[src/rtl/wb_timer_irq.sv]
// wb_timer_irq: 32-bit prescaled timer, Wishbone classic slave, level IRQ.
// Ports: clk_i, rstn (sync, active-low), wishbone (adr/dat/sel/we/cyc/stb/ack/err), irq_o.
module wb_timer_irq #(
  parameter int WB_ADDR_WIDTH = 32,
  parameter int WB_DATA_WIDTH = 32,
  parameter int PRESCALE_BITS = 16
) (
  input  logic                     clk_i,
  input  logic                     rstn,
  input  logic [WB_ADDR_WIDTH-1:0] adr_i,
  input  logic [WB_DATA_WIDTH-1:0] dat_i,
  output logic [WB_DATA_WIDTH-1:0] dat_o,
  input  logic [3:0]               sel_i,
  input  logic                     we_i,
  input  logic                     cyc_i,
  input  logic                     stb_i,
  output logic                     ack_o,
  output logic                     err_o,
  output logic                     irq_o
);

  logic                     en;
  logic                     auto_rl;
  logic                     irq_en;
  logic                     pend;
  logic [31:0]              count;
  logic [31:0]              compare;
  logic [PRESCALE_BITS-1:0] prescale;
  logic [PRESCALE_BITS-1:0] pscnt;

  logic        acc;
  logic        wr;
  logic [2:0]  idx;
  logic        wr_ctrl;
  logic        wr_stat;
  logic        wr_cnt;
  logic        wr_cmp;
  logic        wr_pre;
  logic        tick;
  logic        match;
  logic [31:0] rdata;

  logic unused_ok;
  assign unused_ok = ^{sel_i, adr_i[WB_ADDR_WIDTH-1:5],
                       adr_i[1:0]};

  assign err_o = 1'b0;

  // ~ack_o makes every access a single-cycle ack pulse
  assign acc = cyc_i & stb_i & ~ack_o;
  assign wr  = acc & we_i;
  assign idx = adr_i[4:2];

  assign wr_ctrl = wr && (idx == 3'd0);
  assign wr_stat = wr && (idx == 3'd1);
  assign wr_cnt  = wr && (idx == 3'd2);
  assign wr_cmp  = wr && (idx == 3'd3);
  assign wr_pre  = wr && (idx == 3'd4);

  assign tick  = en && (pscnt == prescale);
  // a bus write to COUNT suppresses match evaluation
  assign match = tick && !wr_cnt && (count == compare);

  always_comb begin
    rdata = '0;
    unique case (idx)
      3'd0:    rdata = {29'd0, irq_en, auto_rl, en};
      3'd1:    rdata = {31'd0, pend};
      3'd2:    rdata = count;
      3'd3:    rdata = compare;
      3'd4:    rdata = {{(32-PRESCALE_BITS){1'b0}}, prescale};
      default: rdata = '0;
    endcase
  end

  always_ff @(posedge clk_i) begin
    if (!rstn) begin
      en       <= 1'b0;
      auto_rl  <= 1'b0;
      irq_en   <= 1'b0;
      pend     <= 1'b0;
      count    <= '0;
      compare  <= '0;
      prescale <= '0;
      pscnt    <= '0;
      ack_o    <= 1'b0;
      dat_o    <= '0;
      irq_o    <= 1'b0;
    end else begin
      ack_o <= acc;
      dat_o <= acc ? rdata : '0;
      irq_o <= pend & irq_en;

      if (wr_ctrl || wr_pre || !en || tick)
        pscnt <= '0;
      else
        pscnt <= pscnt + 1'b1;

      if (wr_cnt)
        count <= dat_i;
      else if (tick) begin
        if (match)
          count <= auto_rl ? 32'd0 : count;
        else
          count <= count + 32'd1;
      end

      // bus write to CTRL beats the one-shot auto-clear
      if (wr_ctrl) begin
        en      <= dat_i[0];
        auto_rl <= dat_i[1];
        irq_en  <= dat_i[2];
      end else if (match && !auto_rl) begin
        en <= 1'b0;
      end

      // a new match beats a simultaneous W1C
      if (match)
        pend <= 1'b1;
      else if (wr_stat && dat_i[0])
        pend <= 1'b0;

      if (wr_cmp)
        compare <= dat_i;
      if (wr_pre)
        prescale <= dat_i[PRESCALE_BITS-1:0];
    end
  end

endmodule
[config.mk]
export PLATFORM = sky130hd
export DESIGN_NAME = wb_timer_irq
export DESIGN_NICKNAME = d
export VERILOG_FILES = /design/src/rtl/wb_timer_irq.sv
export SDC_FILE = /design/constraint.sdc
export NUM_CORES = 1
export LEC_CHECK = 0
export CAP_MARGIN = 20
export CORE_ASPECT_RATIO = 1.5
export CORE_MARGIN = 1
export CORE_UTILIZATION = 54
export CTS_CLUSTER_DIAMETER = 80
export CTS_CLUSTER_SIZE = 16
export DETAILED_ROUTE_END_ITERATION = 7
export PLACE_DENSITY = 0.87
export SLEW_MARGIN = 20
export SYNTH_ARGS = -nofsm -noshare
export SYNTH_HDL_FRONTEND = slang
export SYNTH_SLANG_ARGS = --single-unit
[constraint.sdc]
create_clock -name clk_i -period 2.36 [get_ports clk_i]
set_input_delay 0.354 -clock clk_i [delete_from_list [all_inputs] [get_ports clk_i]]
set_output_delay 0.354 -clock clk_i [all_outputs]
set_load 0.03 [all_outputs]
Word-level counts from Yosys, hierarchy flattened
Cells that the tools add are included.
W data, S select, Z words.
{"block": "totals", "n_memories": 0, "rom_bits": 0, "out_inout_bits": 35, "latch_bits": 0, "ram_bits": 0, "register_bits": 134, "input_bits": 73, "wordCells": 58}
{"block": "classes", "n_mux": 9, "addsub": 2, "eq_ne": 7, "n_mul": 0, "div": 0, "n_reduce_logical": 23, "bitwise": 6, "order_cmp": 0, "shifts": 0}
{"operator": "$pmux W32 S5", "n": 1}
{"operator": "$mux W32", "n": 4}
{"operator": "$add A32 B1 Y32 const B", "n": 1}
{"operator": "$eq A32 B32 Y1", "n": 1}
{"operator": "$add A16 B1 Y16 const B", "n": 1}
{"operator": "$eq A16 B16 Y1", "n": 1}
{"operator": "$logic_and A1 B1 Y1", "n": 10}
{"operator": "$eq A3 B2 Y1 const B", "n": 2}
{"operator": "$reduce_bool A2 Y1", "n": 3}
{"operator": "$and A1 B1 Y1", "n": 4}
{"operator": "$mux W1", "n": 4}
{"operator": "$reduce_and A2 Y1", "n": 2}
{"operator": "$eq A3 B1 Y1 const B", "n": 1}
{"operator": "$eq A3 B3 Y1 const B", "n": 1}
{"operator": "$logic_not A1 Y1", "n": 3}
{"operator": "$logic_not A3 Y1", "n": 1}
{"operator": "$logic_or A1 B1 Y1", "n": 3}
{"operator": "$ne A3 B3 Y1 const B", "n": 1}
{"operator": "$not A1 Y1", "n": 2}
{"operator": "$reduce_or A2 Y1", "n": 1}

Depth between registers and ports, before layout
{"block": "depth", "depth_word": 10, "ltp_mapped": 9, "depth_no_buf": 7}

Least setup slack after synthesis
OpenSTA, ideal clock, no wires.
{"block": "synth_timing", "path_type": "register to register", "startpoint": "register count[0]", "endpoint": "register count[28]", "path_buffers": 1, "path_slack_ns": 0.233, "setup_time_ns": 0.139, "period_less_slack_ns": 2.127, "t_arrival_ns": 1.989, "required_time_ns": 2.221, "stages_incl_launch_ff": 9, "cell_sequence": "dfxtp_1 ha_1 nand3_1 or2_0 buf_2 or4_4 and2_1 o211ai_1 a31oi_1"}
{"block": "synth_via", "elab_chain_len": 5, "word_cells_on_any_way": 8, "classes_between": "add/sub: 1; eq/ne: 2; mux: 3; reduce/logical: 2"}
{"item": "start, declared", "line_no": "26", "source": "logic [31:0] count;"}
{"item": "start signal, assigned", "line_no": "100", "source": "count <= dat_i;"}
{"item": "start signal, assigned", "line_no": "103", "source": "count <= auto_rl ? 32'd0 : count;"}
{"item": "start signal, assigned", "line_no": "105", "source": "count <= count + 32'd1;"}
{"item": "parallel branches: the longest is 5 deep, another holds $add A32 B1 Y32"}
Several ways; the timed one is not identified. The select of a mux whose other input is x is not followed.
A chain may end at the register's enable or synchronous reset.

Final worst setup path
{"block": "layout_timing", "startpoint": "register count[14]", "endpoint": "register count[20]"}
The elaborated chain is that of the path after synthesis.

==> impl_results.md <==
- Chip Height: between 100 and 150 um
- Pwr dens: 637 nW/um2
- Routed met1 length: just under 8000 um
- Leak: approximately 3.4 nW
- First-pass GRT wire length: approximately 34000 um
- Nets: ~1000
- Synth cell types: 66
- Final Worst Setup Slack: -27.1 ps
- CTS tree: built
- N_diodes: 0
- Routed WL per cell: ~20 um
- Final-report hold violation count: 0
- DR WL met3: 1880 um
- Worst Setup Slack post-DPL: between 40 and 50 ps
- Root buf cell: clkbuf_16
- Post-route DRC: 0
- Rel. slew slack: roughly 65%
- F_max: around 0.42 GHz
- Synth Area per Inst: roughly 8.2 um2
- Std cell rows: 50
- DRC marker count from the first detailed-route iteration: 900
- Ports: between 100 and 150
- HP Class: flip-flop to flip-flop
- Violated checks: negative setup slack
- Metal2 WL: about 11000 um
- Crit Path Max Fanout: 5
- Tot GR Track Use: 32.7%
- Final std cells w/o fill: roughly 1100
- Worst-skew pair later-pin latency: roughly 430 ps
- Critical R2R Capture: count[20]$_SDFFE_PN0P_
- Port bufs: between 70 and 80
- Period utilisation layout: 101%
- MaxCap Viol Count: 0
- Crit path DAT: 2720 ps
- Cells after Synth: 846
- Fraction of registers with async set/reset: 0%
- Initial antenna violation count: 0
- Startpoint types: flip-flop
- Top cells by area, synth: dfxtp_1 (39%), nand2_1 (7.3%), a21oi_1 (5.3%), xor2_1 (4.8%), mux2i_1 (4.8%)
- Worst Hold End: compare[19]$_SDFFE_PN0P_
- Tmin final: between 2000 and 2500 ps
- CTS max path bufs: 2
- 1st-pass router iterations: 6
- Post-synth EDFFs: 0
- Overall die area: 13300 um2
- Initial Utilization: 55.5%
- Status: complete, but fails checks
- Worst R2R Start: count[14]$_SDFFE_PN0P_
- Max layer used: met4
- Die X: 94.6 um
- DR vias/cell: 6.42
- Antenna-violating nets left: 0
- Register area share after synthesis: between 30% and 40%
- Overflow after GRT: 0
- Area leader, netlist: dfxtp_1
- H-tree levels: 4
- Largest net degree at the start of global routing: 78
- R2r worst-path depth: 9
- Vias after detailed routing: roughly 7200
- Final Setup Violations: 2
- CP required: about 2700 ps
- Fillcell total: 830
- Max-slew violations: 0
- Peak VDD IR: about 450 uV
- Clock sink count: approximately 130
- Synthesized Nets: 921
- Placed Cells: between 1000 and 1500
- Mapped Area: around 7000 um2
- Number of CTS-inserted buffers: 17
- Clock slew at reported path FFs: about 60 ps
- Flop2flop setup slack: -30 ps
- Hold-critical path depth: 2
- Worst Tran Pin Value: ~530 ps
- Final core utilization: 71.3%
- Final Skew: approximately 7.7 ps
- Crit path kind: flip-flop to flip-flop
- Worst Setup End Kind: flip-flop
- Hold path startpoint: compare[19]$_SDFFE_PN0P_
- #FFs+latches synth: around 130
- Ys flop type: dfxtp_1
- Area delta synth->final: 28.6%
- Layout cells sized above 1: roughly 16%
- DP Wirelength: 13500 um
- Top cell type's share of synthesized area: 38.7%
- CORE AREA: between 10000 and 15000 um2
- Total routed wirelength: 22100 um
- Vias in the first global route: about 6900
- Routability cong.: 0.945
- Ys Warns: 0
-- synth_stat cells, types with 16 or more instances --
library cell    n
nand2_1       135
mux2i_1        33
nor2_1         88
dfxtp_1       134
nand3_1        31
and3_1         23
xnor2_1        25
xor2_1         38
nor3_1         16
a31oi_1        20
clkbuf_1       33
buf_2          20
a21oi_1        73
-- stage by stage --
stage	area, um2	hold slack [ps]	power (mW)	TNS (ps)
floorplan	6940	448	2.62	0
global route	8920	507	5.82	-953
finish	8920	482	5.68	-30.6
detailed placement	8150	474	2.83	0
CTS	8800	484	5.64	0
global placement	8150	465	2.83	0
-- timing repair --
item | 4_1_cts | 5_1_grt
hold buffers | 0 | 0
gates cloned | 0 | 1
resized for setup | 2 | 14
buffers inserted | 0 | 6
pin swaps | 0 | 8
setup endpoints to repair | 14 | 24
-- worst max-delay path: stages (launching register included) --
cell,delay [ps]
dfxtp_1,430
xor2_1,170
nor4_2,390
nand4_2,210
buf_6,180
o311ai_4,340
nand2_4,100
buf_4,160
buf_12,120
a211oi_2,190
-- kinds of logic after synthesis --
logic type | share of synthesized area, %
and+or+nand+nor | 27.2
AOI/OAI and AO/OA | 16.1
DFF | 38.7
buffers and inverters | 4.74
xor gates and xnor gates | 7.95
muxes | 4.92
adders and majority gates | 0.361
other | 0.0541
-- state kept, by name, summed over array words and instances, names as in the netlist --
| signal | flops |
|---|---|
| compare | 32 |
| dat_o | 32 |
| ack_o | 1 |
| en | 1 |
| prescale | 16 |
| pend | 1 |
| pscnt | 16 |
| count | 32 |
| auto_rl | 1 |
| irq_o | 1 |
| irq_en | 1 |
-- how the worst max path moves through the flow --
stage                      startpoint                     end  slack [ps]  cells past startpoint
3_3_place_gp    count[0]$_SDFFE_PN0P_  count[28]$_SDFFE_PN0P_         130                      8
2_1_floorplan   count[0]$_SDFFE_PN0P_  count[28]$_SDFFE_PN0P_         230                      8
6_report       count[14]$_SDFFE_PN0P_  count[20]$_SDFFE_PN0P_         -30                      9
4_1_cts         count[0]$_SDFFE_PN0P_  count[24]$_SDFFE_PN0P_          30                     10
5_1_grt        count[14]$_SDFFE_PN0P_  count[20]$_SDFFE_PN0P_        -160                      9
3_5_place_dp      pscnt[3]$_SDFF_PP0_  count[16]$_SDFFE_PN0P_          50                      6
-- placed cells by master, fill, tap and decap left out, drive strengths merged, types with 4 or more instances in the layout --
master,count
xnor2,25
dfxtp,134
xor2,38
nor4,18
clkbuf,22
buf,74
a311oi,9
nand4,17
clkinvlp,4
or3,6
a31oi,20
nor3,16
clkdlybuf4s50,72
and2,11
nand2,136
nand3,32
inv,10
nor2,88
and4,4
a211oi,21
a22oi,6
o211ai,8
a21oi,73
o21ai,6
and3,24
mux2i,33
nand2b,9
-- power by group --
group / internal [mW] / switching, mW
Sequential: 2.28 / 0.0257
Combinational: 0.224 / 0.305
Clock: 1.80 / 1.04
-- final cells by class --
cell class              count  area (um2)  area share (%)
clock inverters            10         143            1.60
multi-input cells         640        4000            44.9
inverters                   9        33.8           0.379
clock buffers              22         494            5.54
well taps                 156         195            2.19
flip-flops and latches    134        2690            30.1
repair buffers            146        1370            15.3
-- routing by layer --
metal,global-route usage (%),vias up
met4,22.8,0
li1,-,3182
met1,36.3,3302
met2,54.4,510
met5,0,-
met3,7.55,175
No activity file was read; power rests on OpenSTA's default activity.
